`src/rtl/tw_rom_pkg.sv`:
```
// Shared types, sizes and constant tables for the radix-16 NTT twiddle buffer.
// The INIT table is the power-on / reset content of the reloadable table.
package tw_rom_pkg;

    localparam int unsigned P_WIDTH  = 128;
    localparam int unsigned SEG      = P_WIDTH / 2;
    localparam int unsigned STAGES   = 3;
    localparam int unsigned SC_WIDTH = 3;
    localparam int unsigned ENTRIES  = 4;
    localparam int unsigned GROUPS   = 4;
    localparam int unsigned SWEEPS   = 16;

    localparam int unsigned ST_W  = $clog2(STAGES);
    localparam int unsigned IDX_W = $clog2(ENTRIES);
    localparam int unsigned GRP_W = $clog2(GROUPS);
    localparam int unsigned SWP_W = $clog2(SWEEPS);
    localparam int unsigned PTR_W = $clog2(GROUPS * ENTRIES);

    localparam logic [STAGES-1:0] GRP_MASK = 3'b010;

    typedef logic [P_WIDTH-1:0] word_t;
    typedef logic [STAGES-1:0][GROUPS-1:0][ENTRIES-1:0][P_WIDTH-1:0] tbl_t;
    typedef logic [STAGES-1:0][P_WIDTH-1:0] const_t;

    typedef enum logic {
        EXP_HI = 1'b0,
        EXP_LO = 1'b1
    } ld_state_t;

    localparam logic [63:0] GOLDILOCKS = 64'hFFFF_FFFF_0000_0001;
    localparam word_t       ONE        = 128'h1_0000000000000001;

    // Each INIT entry carries a unique tag (stage*16 + group*4 + entry) in both halves.
    function automatic word_t init_word(input int unsigned s, input int unsigned g,
                                        input int unsigned e);
        logic [7:0] tag;
        tag = 8'(s * 16 + g * 4 + e);
        return {8'hA5, tag, 48'h0000_1111_2222, 8'h5A, tag, 48'h3333_4444_5555};
    endfunction

    function automatic tbl_t build_init();
        tbl_t t;
        t = '0;
        for (int unsigned s = 0; s < STAGES; s++)
            for (int unsigned g = 0; g < GROUPS; g++)
                for (int unsigned e = 0; e < ENTRIES; e++)
                    t[s][g][e] = init_word(s, g, e);
        return t;
    endfunction

    localparam tbl_t INIT = build_init();

    localparam const_t CONST = {
        128'h0000000000000001_fffffffeffffffc1,
        128'hfffffffeffffffc1_0200000000000000,
        128'hfffffffeffffffc1_0200000000000000
    };

endpackage

```
`src/rtl/tw_rd_seq.sv`:
```
// Read-address sequencer: idx/sweep/grp counters with stage-change detect.
// idx_c/grp_c is the address used by the current cycle's read.
module tw_rd_seq
    import tw_rom_pkg::*;
(
    input  logic                clk,
    input  logic                rst,
    input  logic [SC_WIDTH-1:0] stage_sel,
    input  logic                rd_en,
    input  logic                rd_clr,
    output logic [IDX_W-1:0]    idx_c,
    output logic [GRP_W-1:0]    grp_c,
    output logic                stage_ok_c
);

    logic [IDX_W-1:0]    idx_q, idx_d;
    logic [SWP_W-1:0]    sweep_q, sweep_d, sweep_c;
    logic [GRP_W-1:0]    grp_q, grp_d;
    logic [SC_WIDTH-1:0] stage_q;
    logic                zero_c;

    always_ff @(posedge clk or posedge rst) begin
        if (rst) begin
            idx_q   <= '0;
            sweep_q <= '0;
            grp_q   <= '0;
            stage_q <= '0;
        end else begin
            idx_q   <= idx_d;
            sweep_q <= sweep_d;
            grp_q   <= grp_d;
            if (rd_en)
                stage_q <= stage_sel;
        end
    end

    // A clear source forces address 0 for this read; a plain stage change still advances.
    always_comb begin
        stage_ok_c = (stage_sel < SC_WIDTH'(STAGES));
        zero_c     = rd_clr | (stage_sel != stage_q) | ~stage_ok_c;
        idx_c      = zero_c ? '0 : idx_q;
        sweep_c    = zero_c ? '0 : sweep_q;
        grp_c      = zero_c ? '0 : grp_q;
        idx_d      = idx_q;
        sweep_d    = sweep_q;
        grp_d      = grp_q;
        if (rd_clr || (rd_en && !stage_ok_c)) begin
            idx_d   = '0;
            sweep_d = '0;
            grp_d   = '0;
        end else if (rd_en) begin
            idx_d   = idx_c + 1'b1;
            sweep_d = sweep_c;
            grp_d   = grp_c;
            if (idx_c == IDX_W'(ENTRIES - 1)) begin
                idx_d = '0;
                if (sweep_c == SWP_W'(SWEEPS - 1)) begin
                    sweep_d = '0;
                    grp_d   = GRP_MASK[ST_W'(stage_sel)] ? GRP_W'(grp_c + 1'b1) : '0;
                end else begin
                    sweep_d = sweep_c + 1'b1;
                end
            end
        end
    end

endmodule

```
`src/rtl/tw_rom_param.sv`:
```
// Twiddle-factor buffer: STAGES x GROUPS x ENTRIES table, sequenced reads, per-stage constant.
// TW_ROM_LOAD_EN enables the run-time half-word load port; otherwise the table is the INIT ROM.
module tw_rom_param
    import tw_rom_pkg::*;
(
    input  logic                CLK,
    input  logic                rst,
    input  logic [SC_WIDTH-1:0] stage_sel,
    input  logic                rd_en,
    input  logic                rd_clr,
    input  logic                ld_start,
    input  logic [SC_WIDTH-1:0] ld_stage,
    input  logic                ld_valid,
    input  logic                ld_half,
    input  logic [SEG-1:0]      ld_data,
    output logic                ld_ready,
    output logic                ld_err,
    output logic [P_WIDTH-1:0]  Q,
    output logic                Q_valid,
    output logic [P_WIDTH-1:0]  Q_const
);

    logic [IDX_W-1:0] rd_idx_c;
    logic [GRP_W-1:0] rd_grp_c;
    logic [ST_W-1:0]  rd_stage_c;
    logic             stage_ok_c;
    word_t            rd_word_c;

    assign rd_stage_c = ST_W'(stage_sel);

    tw_rd_seq u_seq (
        .clk        (CLK),
        .rst        (rst),
        .stage_sel  (stage_sel),
        .rd_en      (rd_en),
        .rd_clr     (rd_clr),
        .idx_c      (rd_idx_c),
        .grp_c      (rd_grp_c),
        .stage_ok_c (stage_ok_c)
    );

`ifdef TW_ROM_LOAD_EN
    tbl_t                tbl;
    ld_state_t           ld_st_q, ld_st_d, cur_st;
    logic [PTR_W-1:0]    ptr_q, ptr_d, cur_ptr;
    logic [SC_WIDTH-1:0] ld_stage_q, ld_stage_d, cur_stage;
    logic                wr_hi_c, wr_lo_c, err_d;

    assign ld_ready = ld_valid;

    always_ff @(posedge CLK or posedge rst) begin
        if (rst) begin
            ld_st_q    <= EXP_HI;
            ptr_q      <= '0;
            ld_stage_q <= '0;
            ld_err     <= 1'b0;
        end else begin
            ld_st_q    <= ld_st_d;
            ptr_q      <= ptr_d;
            ld_stage_q <= ld_stage_d;
            ld_err     <= err_d;
        end
    end

    // ld_start re-arms the burst before any half arriving in the same cycle is judged.
    always_comb begin
        cur_st     = ld_st_q;
        cur_ptr    = ptr_q;
        cur_stage  = ld_stage_q;
        wr_hi_c    = 1'b0;
        wr_lo_c    = 1'b0;
        err_d      = 1'b0;
        if (ld_start) begin
            cur_st    = EXP_HI;
            cur_ptr   = '0;
            cur_stage = ld_stage;
        end
        ld_st_d    = cur_st;
        ptr_d      = cur_ptr;
        ld_stage_d = cur_stage;
        if (ld_valid) begin
            if (cur_st == EXP_HI && !ld_half) begin
                wr_hi_c = (cur_stage < SC_WIDTH'(STAGES));
                ld_st_d = EXP_LO;
            end else if (cur_st == EXP_LO && ld_half) begin
                wr_lo_c = (cur_stage < SC_WIDTH'(STAGES));
                ld_st_d = EXP_HI;
                ptr_d   = cur_ptr + 1'b1;
            end else begin
                err_d = 1'b1;
            end
        end
    end

    always_ff @(posedge CLK or posedge rst) begin
        if (rst) begin
            tbl <= INIT;
        end else begin
            if (wr_hi_c)
                tbl[ST_W'(cur_stage)][cur_ptr[PTR_W-1:IDX_W]][cur_ptr[IDX_W-1:0]][P_WIDTH-1:SEG] <= ld_data;
            if (wr_lo_c)
                tbl[ST_W'(cur_stage)][cur_ptr[PTR_W-1:IDX_W]][cur_ptr[IDX_W-1:0]][SEG-1:0] <= ld_data;
        end
    end

    assign rd_word_c = tbl[rd_stage_c][rd_grp_c][rd_idx_c];
`else
    logic unused_load;

    assign ld_ready    = 1'b0;
    assign ld_err      = 1'b0;
    assign rd_word_c   = INIT[rd_stage_c][rd_grp_c][rd_idx_c];
    assign unused_load = ^{ld_start, ld_stage, ld_valid, ld_half, ld_data};
`endif

    // Output stage: idle or invalid-stage cycles present ONE with Q_valid low.
    always_ff @(posedge CLK or posedge rst) begin
        if (rst) begin
            Q       <= ONE;
            Q_valid <= 1'b0;
            Q_const <= '0;
        end else if (rd_en && stage_ok_c) begin
            Q       <= rd_word_c;
            Q_valid <= 1'b1;
            Q_const <= CONST[rd_stage_c];
        end else begin
            Q       <= ONE;
            Q_valid <= 1'b0;
        end
    end

endmodule

```
`config.mk`:
```
export PLATFORM = sky130hd
export DESIGN_NAME = tw_rom_param
export DESIGN_NICKNAME = d
export VERILOG_FILES = /design/src/rtl/tw_rom_pkg.sv /design/src/rtl/tw_rd_seq.sv /design/src/rtl/tw_rom_param.sv
export SDC_FILE = /design/constraint.sdc
export NUM_CORES = 1
export LEC_CHECK = 0
export BUFFER_PORTS_ARGS = -buffer_cell sky130_fd_sc_hd__buf_2
export CAP_MARGIN = 20
export CORE_AREA = 5 5 126 128
export DETAILED_ROUTE_END_ITERATION = 8
export DIE_AREA = 0 0 131 133
export GPL_ROUTABILITY_DRIVEN = 0
export GPL_TIMING_DRIVEN = 0
export HOLD_SLACK_MARGIN = 0.08
export SETUP_SLACK_MARGIN = 0.4
export SYNTH_ARGS = -nofsm -noshare
export SYNTH_HDL_FRONTEND = slang
export SYNTH_HIERARCHICAL = 1
export SYNTH_SLANG_ARGS = --single-unit
```
`constraint.sdc`:
```
create_clock -name CLK -period 2.5 [get_ports CLK]
set_input_delay 0.625 -clock CLK [delete_from_list [all_inputs] [get_ports CLK]]
set_output_delay 0.625 -clock CLK [all_outputs]
set_load 0.01 [all_outputs]
```
Yosys cells after proc, flatten, opt, wreduce, memory -nomap -nowiden
Cells that the tools add are included.

Add/subtract/negate cells: 3. $lt $le $gt $ge: 4. Eq/ne operators: 3. Multiplexer cells: 27. Bitwise logic cells: 3. Reductions and logical operators: 5.

Operators with widths (count): 2048-bit binary-select mux with 2-bit select (1); 2048-bit 2-to-1 mux (1); 512-bit binary-select mux with 2-bit select (1); 128-bit binary-select mux with 2-bit select (2); 512-bit 2-to-1 mux (1); 128-bit 2-to-1 mux (3); 2-bit 2-to-1 mux (10); 4-bit 2-to-1 mux (5); 2-bit by 3-bit less-than comparator with 1-bit output (second input constant) (3); 2-bit by 1-bit adder with 2-bit output (second input constant) (2); 4-bit by 1-bit adder with 4-bit output (second input constant) (1); 4-bit equality test (second input constant) (1); 3-bit by 2-bit less-than comparator with 1-bit output (second input constant) (1); 3-bit inequality test (1); 1-bit binary-select mux with 2-bit select (1); 2-bit equality test (second input constant) (1); 1-bit logical AND (2); 1-bit 2-to-1 mux (2); 1-bit bitwise OR (2); 2-bit nonzero test (1); 1-bit logical NOT (1); 1-bit logical OR (1); 1-bit inverter (1).

Bits in registers: 268. Bits of input ports: 77. Output and inout bits: 259. Word-level logic and storage cells: 52.

Longest topological paths before layout
Gate-level depths: netlist of the first run.

Depth in word-level cells: 10. Mapped depth: 10. Mapped depth without buffers: 8.

Cells and area by module
Netlist of the first run, hierarchy kept.

Modules (own cells, without submodules): tw_rom_param (times used 1, cells an instance 276, area an instance 2280.9 µm², sequential area each 327.8 µm²); tw_rd_seq (times used 1, cells an instance 64, area an instance 666.9 µm², sequential area each 275.3 µm²).

Least setup slack after synthesis of the first run
No wires, ideal clock.

Path type: input to register. Start: input port stage_sel[1]. End: register u_seq.grp_q[1]. Setup time: 122 ps. Arrival time: 2413 ps. Data required time: 2378 ps. Setup slack: -35 ps. Cell stages on the path: 10. Buffers on the path: 2. Cell sequence: a211o_1 > nor4_4 > buf_6 > and2_2 > ha_1 > clkbuf_1 > nand4_1 > o21ai_0 > o21ai_0 > a32o_1.

Elaborated cells between the ends (all ways): 22. Classes of those cells: add/sub: 1; order compare: 1; eq/ne: 3; mux: 10; bitwise: 3; reduce/logical: 4.

RTL lines: start: declaration (line tw_rom_param.sv:8) `input logic [SC_WIDTH-1:0] stage_sel,`; 3-bit by 2-bit less-than comparator with 1-bit output / 3-bit inequality test (equally long branches) (line tw_rd_seq.sv:39, tw_rd_seq.sv:40); 1-bit inverter / 1-bit bitwise OR (equally long branches) (line tw_rd_seq.sv:40) `zero_c = rd_clr | (stage_sel != stage_q) | ~stage_ok_c;`; 1-bit bitwise OR (*) (line tw_rd_seq.sv:40); 2-bit 2-to-1 mux (*) (line tw_rd_seq.sv:41) `idx_c = zero_c ? '0 : idx_q;`; via rd_idx_c[1] (line tw_rom_param.sv:23) `logic [IDX_W-1:0] rd_idx_c;`; 2-bit equality test (*) (line tw_rd_seq.sv:55) `if (idx_c == IDX_W'(ENTRIES - 1)) begin`; 2-bit 2-to-1 mux (*) (line tw_rd_seq.sv:55); 2-bit 2-to-1 mux (*) (line tw_rd_seq.sv:51) `end else if (rd_en) begin`; 2-bit 2-to-1 mux (*) (line tw_rd_seq.sv:47) `if (rd_clr || (rd_en && !stage_ok_c)) begin`; end signal: assignment (line tw_rd_seq.sv:31) `grp_q <= grp_d;`; end: declaration (line tw_rd_seq.sv:18) `logic [GRP_W-1:0] grp_q, grp_d;`.

The timed path passes the listed nets; every way through them passes the cells marked *. The select of a mux whose other input is x is not followed. A chain may end at the register's enable or synchronous reset.

Worst setup path in the final report of the first run
Ends and elaborated chain as after synthesis.

==> impl_metrics.csv, run 1 <==
group,metric,value,unit
status,status,"finished, final reports clean",
clock_network,cts.reportedPaths.clkPinSlew,60,ps
yosys,multiplexer_fraction_of_the_synthesized_cell_area,1.146,%
clock_network,clock_path_buffers,2,
yosys,async_flop_share,100.0,%
die,dieHeight,133,µm
yosys,yosys.cell_count.top_type,"sky130_fd_sc_hd__buf_4",
clock_network,htreeDepth,1,
timing,fin_crit,2345,ps
yosys,yosys.cell_types.count,34,
die,floorplan.core_area,14750,µm²
placement,portBuffers,172,
run,max-cap-violations,0,
power,max-vdd-ir-drop,0.2687,mV
grt,grtUsageMet1,7.399,%
grt,grt-busiest-layer,"met2",
grt,global_route.usage.met2,14.67,%
placement,pre_cts_ws,-363.7,ps
yosys,synth_top_cell_area_share,62.65,%
timing,final_min_period_over_clock_period,93.78,%
grt,grt_util_all_layers,7.128,%
timing,setup_violations,0,
die,fp.dieArea,17420,µm²
timing,worst_slack,155.5,ps
detailed_routing,detail_route.wirelength,7659,µm
die,floorplan.io_pins,336,
timing,max_slew_margin,63.84,%
finish,layout.nets,700,
critical_path,crit_path_max_fanout,7,
yosys,postSynth.topFlopCell,"sky130_fd_sc_hd__dfrtp_1",
die,chipWidth,131,µm
detailed_routing,first_pass_iters,4,
die,initial_core_util,19.98,%
clock_network,cts-root-buf,"sky130_fd_sc_hd__clkbuf_16",
critical_path,timing.critical_path.arrival,2490,ps
detailed_routing,drc,0,
timing,finalHoldViolCount,0,
yosys,synth_enable_flop_cells,0,
worst_hold_path,hold_class,"input pin to async pin",
yosys,ys_warn_count,6,
timing,fin_tns_setup,0,ps
critical_path,worstSetupStartpointType,"input pin",
clock_network,tritoncts_num_sinks,24,
yosys,synth_simple_gate_area_share,6.876,%
detailed_routing,route.detailed.vias_per_inst,2.968,
yosys,synth-seq-area-share,20.46,%
yosys,post_synth_xor_area_fraction,0.5942,%
grt,met3_global_route_usage,0.9285,%
timing,holdWs,367.0,ps
yosys,netlist_instances,340,
timing,tightestPinTransition,542.3,ps
critical_path,reg2reg_slack,240,ps
critical_path,timing.critical_path.required,2650,ps
yosys,synth_commonest_cells,"sky130_fd_sc_hd__buf_4 (246), sky130_fd_sc_hd__dfrtp_1 (22), sky130_fd_sc_hd__and2_2 (6), sky130_fd_sc_hd__nand2_1 (6)",
yosys,synth_top_family_by_area,"buffers and inverters",
finish,final_layout_size_suffix_gt1_share,74.84,%
grt,grt_pass1_wl,10260,µm
yosys,post_synthesis_mean_instance_area,8.670,µm²
grt,globalRouteOverflowTotal,0,
timing,fin_skew,1.377,ps
yosys,cell_accounting_for_the_most_synthesized_area,"sky130_fd_sc_hd__buf_4",
detailed_routing,post_drt_wl_per_cell,9.479,µm
grt,grt_pass1_vias,1829,
detailed_routing,detailedRoute.firstIterationViolations,48,
critical_path,timing.critical_path.cells,"buf_12, buf_8, xor2_4, nor4_4, buf_6, and2_4, ha_4, buf_8, nand4_1, o21ai_1, o21ai_1, a32o_1",
finish,num_antenna_cells,0,
timing,max_clock_freq,0.4265,GHz
clock_network,cts_tree,"done",
finish,area_growth,60.70,%
grt,grt_start_max_net_pins,59,
yosys,synth_adder_area_share,0.8489,%
clock_network,clock_buffer_count_from_cts,3,
detailed_routing,detailroute.via_count,2398,
die,placement_rows,45,
critical_path,critical-path-max-stage-delay,340,ps
critical_path,critPathCaptureType,"flip-flop",
clock_network,clock_latency,260,ps
placement,place.detailed.hpwl,6163,µm
power,total_leakage_power,0.002993,µW
clock_network,post_cts_hold_buffer_count,0,
critical_path,timing.setup.critical_path_class,"input pin to flip-flop",
yosys,ys_ff_latch,24,
yosys,yosys-top-cells-area,"sky130_fd_sc_hd__buf_4 (63%), sky130_fd_sc_hd__dfrtp_1 (19%), sky130_fd_sc_hd__dfstp_2 (1.8%), sky130_fd_sc_hd__a32o_1 (1.7%), sky130_fd_sc_hd__and2_2 (1.5%)",
timing,unrepaired_setup_endpoints_after_global_routing,"yes",
timing,timing.final.max_slew_violations,0,
critical_path,crit_slowest_cell,"sky130_fd_sc_hd__nor4_4",
detailed_routing,number_of_nets_with_antenna_violations_after_detailed_routing,0,
power,pwr_density_cell,421.4,nW/µm²
grt,grt_antenna_before_repair,0,
yosys,syn-cell-area,2948,µm²
yosys,synth_compound_area_share,5.942,%
## report_power, final
group / switching (µW) / internal, µW
Clock: 140 / 245
Combinational: 471 / 664
Sequential: 68.2 / 408
Total: 680 / 1320
## what timing repair did
action	4_1_cts	5_1_grt
gates resized for setup	16	10
gates cloned	0	0
pin swaps	12	6
endpoints found under the setup margin	155	22
setup buffers	10	1
## cell families (layout without fill, tap and decap cells)
kind of cell             after synthesis  in the layout
flip-flops                            24             24
buffers and inverters                254            442
AND/OR/NAND/NOR                       30             30
AO/OA/AOI/OAI                         24             24
XOR/XNOR                               2              2
other                                  1             93
multiplexers                           3              3
adder cells (fa/ha/maj)                2              2
## final cells by class
cell class	count	area [µm²]
flip-flops and latches	24	610.6
inverters	5	21.27
plain buffers	249	1877
multi-input cells	154	873.3
clock buffers	4	88.84
fillers	1598	10010
well taps	188	235.2
repair buffers	184	1031
## worst max-delay path: cells and delay by family
family / cells / cell delay (ps)
adder cells (fa/ha/maj): 1 / 120
AO/OA/AOI/OAI: 3 / 480
AND/OR/NAND/NOR: 3 / 610
buffers and inverters: 4 / 480
XOR/XNOR: 1 / 150
## cells in the final DEF (no fill, tap or decap), types with 2 or more instances in the layout
cell and instances:
sky130_fd_sc_hd__and2_2 5, sky130_fd_sc_hd__inv_1 4, sky130_fd_sc_hd__ha_4 2, sky130_fd_sc_hd__buf_6 3
sky130_fd_sc_hd__clkbuf_16 3, sky130_fd_sc_hd__dfrtp_1 20, sky130_fd_sc_hd__a21oi_1 5, sky130_fd_sc_hd__buf_8 2
sky130_fd_sc_hd__nor3b_1 2, sky130_fd_sc_hd__and3_1 4, sky130_fd_sc_hd__nand2_1 5, sky130_fd_sc_hd__a31o_2 2
sky130_fd_sc_hd__dfrtp_4 2, sky130_fd_sc_hd__nor2_1 2, sky130_fd_sc_hd__o21ai_2 2, sky130_fd_sc_hd__buf_4 254
sky130_fd_sc_hd__o21ai_1 4, sky130_fd_sc_hd__buf_2 169, sky130_fd_sc_hd__buf_12 3, sky130_fd_sc_hd__a22o_1 2
sky130_fd_sc_hd__a32o_1 5, sky130_fd_sc_hd__conb_1 93, sky130_fd_sc_hd__nand2_2 2, sky130_fd_sc_hd__dfstp_2 2
sky130_fd_sc_hd__mux2_2 3, sky130_fd_sc_hd__nand4_1 3
## path summary, 6_finish.rpt
kind,start,depth (start not counted),to
min in group CLK,u_seq/idx_q[0],2,u_seq/idx_q[0]
max in group asynchronous,rst,2,Q_const[63]
worst max-delay path,stage_sel[1],12,u_seq/grp_q[1]
worst min register to register,u_seq/idx_q[0],2,u_seq/idx_q[0]
worst min-delay path,rst,2,u_seq/sweep_q[2]
worst max register to register,u_seq/stage_q[1],10,u_seq/grp_q[1]
## flip-flops by register name (all words and copies together), names as in the netlist
signal and flops:
Q 9, u_seq/sweep_q 4, Q_const 3, u_seq/stage_q 3
u_seq/grp_q 2, u_seq/idx_q 2, Q_valid 1
## metrics by stage
stage          instance area, µm²  utilization [%]  std cells  power (µW)
2_1_floorplan                3319                -        432        1248
3_3_place_gp                 4415            29.93        792        1600
3_5_place_dp                 4415            29.93        792        1604
4_1_cts                      4634            31.42        806        1994
5_1_grt                      4737            32.11        808        2126
6_report                     4737            32.11        808        1996
## per-layer routing
layer,vias to the layer above,wire [µm]
li1,1301,-
met5,-,0
met2,112,4440
met1,981,2307
met3,4,877
met4,0,34
(Power assumes the default switching activity.)
==> run 2, diff against run 1 <==
Clock period 2.5 ns to 2.8 ns, I/O delays scaled along.
==> run 2 against run 1 <==
Setup slack improved by 280 ps. Die area did not move. Register-to-register slack better by 360 ps. Cell area shrank 1.3%. Clock power is 10% lower. Via count shrank 1.4%. Flip-flop and latch count unchanged. Final cell count rose by 0.12%. Wire length fell by 4.2%.
==> impl_metrics.csv, run 2 (synthesis results as in run 1) <==
group,metric,value,unit
critical_path,critPathCaptureType,"flip-flop",
clock_network,htreeDepth,1,
timing,tightestPinTransition,547.4,ps
detailed_routing,detailroute.via_count,2365,
detailed_routing,drc,0,
finish,largest_register_ff_count,9,
grt,grt_pass1_vias,1784,
timing,finalHoldViolCount,0,
critical_path,timing.critical_path.arrival,2510,ps
die,floorplan.core_area,14750,µm²
run,max-cap-violations,0,
grt,grt-busiest-layer,"met2",
timing,max_clock_freq,0.4230,GHz
clock_network,clock_buffer_count_from_cts,3,
detailed_routing,detail_route.wirelength,7339,µm
detailed_routing,detailedRoute.firstIterationViolations,57,
clock_network,clock_latency,260,ps
critical_path,critPathLaunch,"stage_sel[1]",
detailed_routing,number_of_nets_with_antenna_violations_after_detailed_routing,0,
timing,fin_tns_setup,0,ps
finish,top_register,"Q",
die,initial_core_util,19.98,%
critical_path,timing.setup.critical_path_class,"input pin to flip-flop",
die,floorplan.io_pins,336,
clock_network,cts.reportedPaths.clkPinSlew,60,ps
grt,grt_pass1_wl,9949,µm
placement,place.detailed.hpwl,6090,µm
finish,final_layout_size_suffix_gt1_share,74.40,%
critical_path,timing.critical_path.buf_inv,3,
timing,timing.final.max_slew_violations,0,
grt,grtUsageMet1,7.352,%
die,chipWidth,131,µm
power,total_leakage_power,0.002979,µW
clock_network,cts-root-buf,"sky130_fd_sc_hd__clkbuf_16",
critical_path,crit_path_max_fanout,8,
clock_network,tritoncts_num_sinks,24,
critical_path,crit_slowest_cell,"sky130_fd_sc_hd__a211o_1",
finish,layout.cells.most_common_list,"sky130_fd_sc_hd__buf_4 (258), sky130_fd_sc_hd__buf_2 (170), sky130_fd_sc_hd__conb_1 (93)",
finish,reg.largest.list,"Q: 9 flops, u_seq/sweep_q: 4 flops",
finish,area_growth,58.62,%
critical_path,worstSetupStartpointType,"input pin",
critical_path,timing.critical_path.required,2950,ps
die,placement_rows,45,
status,status,"finished, final reports clean",
timing,unrepaired_setup_endpoints_after_global_routing,"yes",
detailed_routing,post_drt_wl_per_cell,9.072,µm
finish,layout.core_utilization,31.70,%
timing,final_min_period_over_clock_period,84.44,%
critical_path,cell_class_contributing_the_biggest_share_of_worst_path_delay,"compound AO/OA/AOI/OAI gates",
power,max-vdd-ir-drop,0.1605,mV
grt,grt_antenna_before_repair,0,
detailed_routing,route.detailed.vias_per_inst,2.923,
detailed_routing,first_pass_iters,4,
finish,layout.nets,701,
clock_network,cts_tree,"done",
timing,fin_crit,2364,ps
critical_path,worstReg2RegStart,"u_seq/stage_q[0]",
critical_path,critical-path-max-stage-delay,340,ps
critical_path,timing.critical_path.cells,"buf_12, a211o_1, nor4_4, buf_6, and2_4, ha_4, buf_8, nand4_1, o21ai_1, o21ai_1, a32o_1",
critical_path,cp_common_cell,"sky130_fd_sc_hd__o21ai_1",
placement,portBuffers,172,
timing,max_slew_margin,63.51,%
clock_network,clock_path_buffers,2,
worst_hold_path,hold_class,"input pin to async pin",
grt,grt_start_max_net_pins,59,
grt,met3_global_route_usage,1.130,%
timing,fin_skew,1.748,ps
grt,global_route.usage.met2,13.74,%
grt,globalRouteOverflowTotal,0,
timing,setup_violations,0,
die,fp.dieArea,17420,µm²
die,dieHeight,133,µm
finish,num_antenna_cells,0,
power,pwr_density_cell,378.3,nW/µm²
grt,grt_util_all_layers,6.907,%
finish,final_common_cell,"sky130_fd_sc_hd__buf_4",
run 2: cell type report:
cell class | instances | area [µm²]
clock buffers | 4 | 88.84
inverters | 5 | 21.27
well taps | 188 | 235.2
multi-input cells | 154 | 840.8
fillers | 1571 | 10080
flip-flops and latches | 24 | 611.8
repair buffers | 185 | 1001
plain buffers | 249 | 1877
run 2: path summary, 6_finish.rpt:
| check | end | slack [ps] | cells past startpoint |
|---|---|---|---|
| worst max-delay path | u_seq/grp_q[1] | 440 | 11 |
| worst min-delay path | u_seq/sweep_q[3] | 440 | 2 |
| worst max register to register | u_seq/grp_q[1] | 600 | 10 |
| worst min register to register | u_seq/idx_q[0] | 500 | 2 |
| max in group asynchronous | Q_const[63] | 1960 | 2 |
| min in group CLK | u_seq/idx_q[0] | 500 | 2 |
run 2: metal layers:
metal	up-vias	part of all wire (%)
li1	1306	-
met1	955	31
met2	98	57
met3	6	11
met4	0	0.67
met5	-	0
run 2: stage by stage:
stage / power (µW) / area (µm²) / hold WS, ps / setup slack (ps) / instances
2_1_floorplan: 1125 / 3317 / 440.1 / 305.6 / 432
3_3_place_gp: 1450 / 4413 / 459.9 / -96.32 / 792
3_5_place_dp: 1430 / 4415 / 487.3 / -104.1 / 792
4_1_cts: 1785 / 4573 / 451.5 / 325.6 / 802
5_1_grt: 1887 / 4676 / 477.9 / 323.7 / 809
6_report: 1769 / 4676 / 438.6 / 435.7 / 809
run 2: what timing repair did:
item / in CTS / in global routing
pin swaps: 7 / 7
setup buffers: 6 / 7
hold buffers: 0 / 0
setup endpoints to repair: 6 / 144
gates resized for setup: 9 / 12
run 2: report_power, final:
group / switching (µW) / internal (µW)
Clock: 126 / 219
Combinational: 398 / 587
Sequential: 74.9 / 364
Total: 599 / 1170
run 2: worst register-to-register path: cells and delay by family (launching register included):
kind | cells | cell delay, ps
AO/OA/AOI/OAI | 3 | 460
XOR/XNOR | 1 | 210
adder cells (fa/ha/maj) | 1 | 130
buffers and inverters | 2 | 270
flip-flops | 1 | 440
AND/OR/NAND/NOR | 3 | 580
==> run 3, diff against run 2 <==
Clock period 2.8 ns to 1.9 ns, I/O delays scaled along.
==> run 3 against run 2 <==
The run now ends with setup timing left. Cell area is 47% higher. Global-route usage is 4.1 points higher. Sequential power is 34% higher. Wire length is 49% higher. Clock power is 34% higher.
==> impl_metrics.csv, run 3 (synthesis results as in run 1) <==
group,metric,value,unit
status,status,"finished with violations",
status,violations,"setup timing",
grt,grt_util_all_layers,11.03,%
clock_network,clock_buffer_count_from_cts,3,
critical_path,crit_slowest_cell,"sky130_fd_sc_hd__nor4_4",
timing,fin_crit,2200,ps
grt,grt_antenna_before_repair,0,
placement,place.detailed.hpwl,6131,µm
timing,setup_violations,6,
power,pwr_density_cell,561.7,nW/µm²
critical_path,timing.critical_path.buf_inv,4,
die,dieHeight,133,µm
finish,reg.largest.list,"Q: 9 flops, u_seq/sweep_q: 4 flops",
timing,final_min_period_over_clock_period,115.8,%
detailed_routing,number_of_nets_with_antenna_violations_after_detailed_routing,0,
grt,globalRouteOverflowTotal,0,
critical_path,timing.critical_path.arrival,2350,ps
finish,final_area,6888,µm²
power,total_leakage_power,0.003702,µW
critical_path,critical-path-max-stage-delay,330,ps
die,fp.dieArea,17420,µm²
critical_path,timing.setup.critical_path_class,"input pin to flip-flop",
clock_network,post_cts_hold_buffer_count,0,
detailed_routing,detail_route.wirelength,10930,µm
die,initial_core_util,19.98,%
critical_path,critPathCaptureType,"flip-flop",
detailed_routing,route.detailed.vias_per_inst,3.243,
grt,grt_pass1_vias,2655,
timing,worst_slack,-299.7,ps
timing,max_clock_freq,0.4546,GHz
worst_hold_path,hold_class,"input pin to async pin",
placement,portBuffers,172,
clock_network,cts_tree,"done",
timing,timing.final.max_slew_violations,0,
critical_path,timing.critical_path.cells,"buf_12, buf_6, xor2_2, nor4_4, buf_6, and2_4, ha_4, buf_8, nand4_1, o21ai_1, o21ai_1, a32o_1",
power,total_power,3869,µW
detailed_routing,first_pass_iters,4,
timing,holdWs,209.0,ps
timing,fin_skew,2.390,ps
finish,num_antenna_cells,0,
detailed_routing,detailroute.via_count,2734,
critical_path,worstSetupStartpointType,"input pin",
detailed_routing,post_drt_wl_per_cell,12.96,µm
finish,area_growth,133.7,%
placement,dp_cells,792,
run,max-cap-violations,0,
finish,layout.core_utilization,46.69,%
timing,unrepaired_setup_endpoints_after_global_routing,"yes",
die,chipWidth,131,µm
finish,fin_cells,843,
finish,final_common_cell,"sky130_fd_sc_hd__buf_6",
critical_path,crit_path_max_fanout,6,
die,floorplan.core_area,14750,µm²
die,floorplan.io_pins,336,
finish,layout.nets,735,
clock_network,htreeDepth,1,
finish,final_layout_size_suffix_gt1_share,76.64,%
clock_network,cts-root-buf,"sky130_fd_sc_hd__clkbuf_16",
die,placement_rows,45,
grt,grt_start_max_net_pins,19,
timing,finalHoldViolCount,0,
clock_network,clock_path_buffers,2,
detailed_routing,drc,0,
finish,largest_register_ff_count,9,
critical_path,cell_class_contributing_the_biggest_share_of_worst_path_delay,"simple AND/OR/NAND/NOR gates",
grt,grt_pass1_wl,15160,µm
power,max-vdd-ir-drop,0.3744,mV
clock_network,tritoncts_num_sinks,24,
clock_network,cts.reportedPaths.clkPinSlew,60,ps
finish,top_register,"Q",
detailed_routing,detailedRoute.firstIterationViolations,40,
clock_network,clock_latency,260,ps
critical_path,timing.critical_path.required,2050,ps
placement,placed_area,4422,µm²
finish,layout.cells.most_common_list,"sky130_fd_sc_hd__buf_6 (309), sky130_fd_sc_hd__buf_4 (110), sky130_fd_sc_hd__conb_1 (93)",
## run 3: repair_timing
item | 4_1_cts | 5_1_grt
pin swaps | 12 | 7
endpoints found under the setup margin | 160 | 164
gates cloned | 11 | 4
buffers inserted | 30 | 2
gates resized for setup | 368 | 15
endpoints found under the hold margin | 0 | 0
## run 3: report_power, final
part	switching (µW)	leakage, µW	internal, µW
combinational	974	0.00336	1850
sequential	49.2	0.000308	538
clock	175	0.0000382	287
total	1200	0.00370	2670
## run 3: layout make-up
type | instances | area [µm²]
fill | 1318 | 7864
inverter | 5 | 21.27
multi-input combinational | 154 | 875.8
sequential | 24 | 614.3
timing repair buffer | 219 | 2638
clock buffer | 4 | 78.83
tap | 188 | 235.2
buffer | 249 | 2425
## run 3: per-stage QoR
stage / setup WS [ps] / TNS, ps
floorplan: -368.7 / -1724
global placement: -778.1 / -4351
detailed placement: -795.9 / -4382
CTS: -351.3 / -1743
global route: -391.5 / -1870
finish: -299.7 / -1183
## run 3: path summary, 6_finish.rpt
check / start / to / cells past startpoint / slack [ps]
max in group asynchronous: rst / Q[92] / 2 / 1290
worst max register to register: u_seq/stage_q[1] / u_seq/grp_q[1] / 10 / -260
worst max-delay path: stage_sel[1] / u_seq/grp_q[1] / 12 / -300
worst min-delay path: rst / u_seq/sweep_q[2] / 2 / 210
min in group CLK: u_seq/idx_q[0] / u_seq/idx_q[0] / 2 / 490
worst min register to register: u_seq/idx_q[0] / u_seq/idx_q[0] / 2 / 490
## run 3: layer usage
| metal | up-vias | GRT usage, % | part of all wire (%) |
|---|---|---|---|
| li1 | 1383 | - | - |
| met1 | 1244 | 11.66 | 33 |
| met2 | 100 | 22.94 | 59 |
| met3 | 7 | 1.292 | 7.0 |
| met4 | 0 | 1.371 | 0.63 |
| met5 | - | 0 | 0 |
